File: config.mk
export PLATFORM = sky130hd
export DESIGN_NAME = hpi_bus_sequencer
export DESIGN_NICKNAME = d
export VERILOG_FILES = /design/src/rtl/hpi_bus_sequencer.sv
export SDC_FILE = /design/constraint.sdc
export NUM_CORES = 1
export LEC_CHECK = 0
export CAP_MARGIN = 10
export CORE_ASPECT_RATIO = 0.5
export CORE_MARGIN = 5
export CORE_UTILIZATION = 46
export CTS_CLUSTER_DIAMETER = 80
export DETAILED_ROUTE_END_ITERATION = 7
export PLACE_DENSITY = 0.95
export SLEW_MARGIN = 0
export SYNTH_ARGS = -nofsm -noshare
export SYNTH_HDL_FRONTEND = slang
export SYNTH_SLANG_ARGS = --single-unit
File: constraint.sdc
create_clock -name clk_clk -period 3.2 [get_ports clk_clk]
set_input_delay 0.8 -clock clk_clk [delete_from_list [all_inputs] [get_ports clk_clk]]
set_output_delay 0.8 -clock clk_clk [all_outputs]
set_load 0.1 [all_outputs]
File: src/rtl/hpi_bus_sequencer.sv
// HPI bus cycle engine: arbitrates m0/m1, then runs one timed HPI access.
// Define HPI_RR_ARB_EN for round-robin arbitration (default: m0 over m1).
module hpi_bus_sequencer #(
  parameter int SETUP_CYC   = 1,
  parameter int STROBE_CYC  = 4,
  parameter int HOLD_CYC    = 1,
  parameter int RECOVER_CYC = 2
) (
  input  logic        clk_clk,
  input  logic        reset_reset_n,
  input  logic        m0_req,
  input  logic        m0_we,
  input  logic [1:0]  m0_addr,
  input  logic [15:0] m0_wdata,
  output logic        m0_ack,
  output logic [15:0] m0_rdata,
  input  logic        m1_req,
  input  logic        m1_we,
  input  logic [1:0]  m1_addr,
  input  logic [15:0] m1_wdata,
  output logic        m1_ack,
  output logic [15:0] m1_rdata,
  output logic        hpi_cs_n,
  output logic        hpi_rd_n,
  output logic        hpi_wr_n,
  output logic [1:0]  hpi_addr,
  output logic [15:0] hpi_dout,
  output logic        hpi_dout_oe,
  input  logic [15:0] hpi_din,
  output logic        busy
);

  localparam logic [3:0] LD_SETUP   = 4'(SETUP_CYC - 1);
  localparam logic [3:0] LD_STROBE  = 4'(STROBE_CYC - 1);
  localparam logic [3:0] LD_HOLD    = 4'(HOLD_CYC - 1);
  localparam logic [3:0] LD_RECOVER = 4'(RECOVER_CYC - 1);

  typedef enum logic [2:0] {
    S_IDLE,
    S_SETUP,
    S_STROBE,
    S_HOLD,
    S_RECOVER
  } state_t;

  state_t      r_state;
  state_t      w_state_nxt;
  logic [3:0]  r_cnt;
  logic [3:0]  w_cnt_nxt;

  logic        r_id;
  logic        r_we;
  logic [1:0]  r_addr;
  logic [15:0] r_wdata;
  logic [15:0] r_m0_rdata;
  logic [15:0] r_m1_rdata;

  logic        w_any_req;
  logic        w_grant;
  logic        w_win;
  logic        w_cs_n;
  logic        w_rd_n;
  logic        w_wr_n;
  logic        w_oe;
  logic        w_drive_addr;
  logic        w_ack;
  logic        w_capture;

  assign w_any_req = m0_req | m1_req;
  assign w_grant   = (r_state == S_IDLE) & w_any_req;

`ifdef HPI_RR_ARB_EN
  // r_ptr names the master preferred on the next tie (1 = m1)
  logic r_ptr;

  assign w_win = (m0_req & m1_req) ? r_ptr : ~m0_req;

  always_ff @(posedge clk_clk or negedge reset_reset_n) begin
    if (!reset_reset_n) begin
      r_ptr <= 1'b0;
    end else if (w_grant) begin
      r_ptr <= ~w_win;
    end
  end
`else
  assign w_win = ~m0_req;
`endif

  always_ff @(posedge clk_clk or negedge reset_reset_n) begin
    if (!reset_reset_n) begin
      r_state <= S_IDLE;
      r_cnt   <= 4'd0;
    end else begin
      r_state <= w_state_nxt;
      r_cnt   <= w_cnt_nxt;
    end
  end

  always_ff @(posedge clk_clk or negedge reset_reset_n) begin
    if (!reset_reset_n) begin
      r_id    <= 1'b0;
      r_we    <= 1'b0;
      r_addr  <= 2'd0;
      r_wdata <= 16'd0;
    end else if (w_grant) begin
      r_id    <= w_win;
      r_we    <= w_win ? m1_we    : m0_we;
      r_addr  <= w_win ? m1_addr  : m0_addr;
      r_wdata <= w_win ? m1_wdata : m0_wdata;
    end
  end

  always_comb begin
    w_state_nxt = r_state;
    w_cnt_nxt   = (r_cnt == 4'd0) ? 4'd0 : r_cnt - 4'd1;
    unique case (r_state)
      S_IDLE: begin
        if (w_any_req) begin
          w_state_nxt = S_SETUP;
          w_cnt_nxt   = LD_SETUP;
        end
      end
      S_SETUP: begin
        if (r_cnt == 4'd0) begin
          w_state_nxt = S_STROBE;
          w_cnt_nxt   = LD_STROBE;
        end
      end
      S_STROBE: begin
        if (r_cnt == 4'd0) begin
          w_state_nxt = S_HOLD;
          w_cnt_nxt   = LD_HOLD;
        end
      end
      S_HOLD: begin
        if (r_cnt == 4'd0) begin
          w_state_nxt = S_RECOVER;
          w_cnt_nxt   = LD_RECOVER;
        end
      end
      S_RECOVER: begin
        if (r_cnt == 4'd0) begin
          w_state_nxt = S_IDLE;
          w_cnt_nxt   = 4'd0;
        end
      end
      default: begin
        w_state_nxt = S_IDLE;
        w_cnt_nxt   = 4'd0;
      end
    endcase
  end

  always_comb begin
    w_cs_n       = 1'b1;
    w_rd_n       = 1'b1;
    w_wr_n       = 1'b1;
    w_oe         = 1'b0;
    w_drive_addr = 1'b0;
    unique case (r_state)
      S_SETUP, S_HOLD: begin
        w_cs_n       = 1'b0;
        w_oe         = r_we;
        w_drive_addr = 1'b1;
      end
      S_STROBE: begin
        w_cs_n       = 1'b0;
        w_rd_n       = r_we;
        w_wr_n       = ~r_we;
        w_oe         = r_we;
        w_drive_addr = 1'b1;
      end
      default: begin
        w_cs_n = 1'b1;
      end
    endcase
  end

  // counter holds its load value only in the first RECOVER cycle
  assign w_ack     = (r_state == S_RECOVER) & (r_cnt == LD_RECOVER);
  assign w_capture = (r_state == S_STROBE) & (r_cnt == 4'd0) & ~r_we;

  always_ff @(posedge clk_clk or negedge reset_reset_n) begin
    if (!reset_reset_n) begin
      r_m0_rdata <= 16'd0;
      r_m1_rdata <= 16'd0;
    end else if (w_capture) begin
      if (r_id) r_m1_rdata <= hpi_din;
      else      r_m0_rdata <= hpi_din;
    end
  end

  assign hpi_cs_n    = w_cs_n;
  assign hpi_rd_n    = w_rd_n;
  assign hpi_wr_n    = w_wr_n;
  assign hpi_dout_oe = w_oe;
  assign hpi_addr    = w_drive_addr ? r_addr : 2'd0;
  assign hpi_dout    = w_oe ? r_wdata : 16'd0;
  assign busy        = (r_state != S_IDLE);
  assign m0_ack      = w_ack & ~r_id;
  assign m1_ack      = w_ack & r_id;
  assign m0_rdata    = r_m0_rdata;
  assign m1_rdata    = r_m1_rdata;

endmodule
==> run_results.csv <==
group,metric,value,unit
outcome,status,"completed",
clocking,cts_sinks,59,
logic_synthesis,syn_area,0.00271,mm^2
clocking,clk_path_buf_depth,2,
worst_setup_path,crit_arrival,1.88,ns
sta,final_hold_viol_count,0,
routing,drt_pre_antenna_iters,4,
die,die_area,0.00763,mm^2
finish,nets,400,
finish,area_growth,58.9,%
logic_synthesis,ys_types,33,
clocking,insertion_delay,0.32,ns
die,fp-row-count,19,
die,core_region_area,0.00559,mm^2
logic_synthesis,ys_ff_latch,59,
die,die_x,119,um
clocking,hold_buffers,0,
hold_path,min-delay-path-class,"flip-flop to flip-flop",
global_route,antenna_found_initial,0,
worst_setup_path,crit_fanout,8,
clocking,cts_tree,"done",
clocking,post_cts_buffers,0,
global_route,grt_max_degree,42,
routing,route.detailed.drc,0,
sta,final_max_slew_viol_count,0,
clocking,cts_buffers,9,
die,die_h,64.3,um
worst_setup_path,r2r-end,"m1_rdata[11]",
sta,max_freq,374,MHz
sta,finalClockSkew,0.00503,ns
sta,period_needed,2.68,ns
logic_synthesis,synth.avg_cell_area,11.8,um^2
sta,setup_viol,0,
finish,layout-drive-gt1-share,0.343,
placed_design,dp_hpwl,5.52,mm
global_route,grt_usage,0.209,
clocking,post_cts_resized,0,
global_route,grt_pass1_vias,2453,
logic_synthesis,yosys_warnings,0,
routing,wl,7.96,mm
die,io-pin-count,115,
hold_path,worstHoldPathCells,2,
clocking,root_buffer,"clkbuf_16",
routing,drtIter0Drc,256,
worst_setup_path,worstSetupPathType,"flip-flop to output pin",
worst_setup_path,end_kind,"output pin",
hold_path,min_from,"r_wdata[15]",
logic_synthesis,syn_nets,287,
sta,rsz0062_at_grt,"no",
worst_setup_path,cp-start-kind,"flip-flop",
hold_path,hold_end,"r_wdata[15]",
routing,wire_per_inst,18.9,um
clocking,cts.htree.levels,3,
logic_synthesis,synthCells,229,
worst_setup_path,reg2reg_depth,4,
die,start_util,0.486,
routing,via_count,2252,
routing,ant_nets,0,
run,drv_cap,0,
sta,post-route-period-util,0.836,
sta,tightest_slew,0.850,ns
global_route,grt-ovfl-total,0,
worst_setup_path,rrSetupSlack,0.88,ns
sta,setup_slack,0.524,ns
finish,num_antenna_cells,0,
clocking,cts.reportedPaths.clkPinSlew,0.05,ns
routing,vias_per_cell,5.36,
logic_synthesis,ys_seq_area_frac,0.544,
sta,holdWs,0.479,ns
global_route,grt_pass1_wl,12.6,mm
worst_setup_path,required,2.40,ns
placed_design,io_buffers,114,
worst_setup_path,timing.rr.start,"r_cnt[2]",
sta,slew_headroom,0.433,
placed_design,place.gp.congestion,0.837,
placed_design,post-place-ws,0.864,ns
kinds of logic (layout without fill, tap and decap cells):
| family | Yosys count | after routing | share of synthesized area |
|---|---|---|---|
| buf+inv | 20 | 138 | 0.0392 |
| flops | 59 | 59 | 0.544 |
| simple gates | 64 | 64 | 0.127 |
| xor+xnor | 1 | 1 | 0.00323 |
| mux | 51 | 51 | 0.217 |
| compound gates | 34 | 34 | 0.0692 |
cells in the final DEF (no fill, tap or decap), types with 7 or more instances in the layout:
cell type,n
dfrtp_1,59
buf_12,19
buf_4,43
nor2_1,7
mux2i_1,19
and3_1,16
mux2_2,22
clkdlybuf4s50_1,56
nand2_1,23
o21ai_0,22
mux2_4,10
clkbuf_16,9
area by class of cell:
| cell class | instances | area, um^2 |
|---|---|---|
| Inverter | 3 | 11.3 |
| Timing Repair Buffer | 119 | 1270 |
| Clock inverter | 7 | 92.6 |
| Tap cell | 73 | 91.3 |
| Multi-Input combinational cell | 150 | 1150 |
| Clock buffer | 9 | 225 |
| Fill cell | 316 | 1270 |
| Sequential cell | 59 | 1480 |
cell usage after synthesis:
master / instances / share of area
dfrtp_1: 59 / 0.54
nand2_1: 23 / 0.032
mux2_2: 22 / 0.091
o21ai_0: 22 / 0.041
mux2i_1: 19 / 0.070
and3_1: 16 / 0.037
clkbuf_1: 11 / 0.015
mux2_4: 10 / 0.055
nor2_1: 7 / 0.0097
a21oi_1: 4 / 0.0074
and2_1: 3 / 0.0069
buf_2: 3 / 0.0055
inv_1: 3 / 0.0042
nor4_1: 3 / 0.0069
a211oi_1: 2 / 0.0055
nand2b_1: 2 / 0.0046
nor3_1: 2 / 0.0037
o31ai_1: 2 / 0.0055
or3_1: 2 / 0.0046
a32oi_1: 1 / 0.0032
buf_12: 1 / 0.0074
buf_4: 1 / 0.0028
buf_6: 1 / 0.0042
nand2b_4: 1 / 0.0051
nand4_1: 1 / 0.0023
nor3_2: 1 / 0.0037
o21a_1: 1 / 0.0028
o21ai_1: 1 / 0.0018
o22ai_1: 1 / 0.0023
or2_4: 1 / 0.0032
or3_4: 1 / 0.0042
or4b_2: 1 / 0.0037
xor2_1: 1 / 0.0032
registers in the layout, indices dropped and copies added, names as in the netlist:
name and flops:
m1_rdata 16, r_wdata 16, r_we 1, r_state 3, r_cnt 4, r_id 1
r_addr 2, m0_rdata 16
per-layer routing:
metal  share of wire  vias to the layer above  global-route usage
li1                -                     1030                   -
met1            0.38                     1094               0.221
met2            0.54                      100               0.380
met3           0.052                       28              0.0661
met4           0.034                        0               0.103
met5               0                        -                   0
worst max-delay path, stage by stage (launching register included):
cell and delay (ns):
dfrtp_1 0.49, nor2_1 0.24, nand2_1 0.15, nor4_2 0.31
buf_4 0.35
through the flow:
step	std cells	setup TNS, ns	util	instance area (um^2)
after floorplan	229	-0.104	-	2730
after global placement	404	0	0.715	3990
after detailed placement	404	0	0.715	3990
after CTS	420	0	0.772	4310
after global routing	420	0	0.772	4310
final	420	0	0.772	4310
worst max-delay path by stage:
stage | startpoint | endpoint | slack, ns | cells past startpoint
floorplan | r_state[1] | m0_ack | -0.05 | 4
global placement | r_cnt[3] | m1_rdata[8] | 0.95 | 4
detailed placement | m1_req | r_cnt[1] | 0.86 | 5
CTS | r_state[1] | m1_ack | 0.54 | 4
global route | r_state[1] | m1_ack | 0.40 | 4
finish | r_state[1] | m1_ack | 0.52 | 4
Power is not shown: default switching activity piles up to over one toggle a cycle in this logic, so the estimate is an artifact.
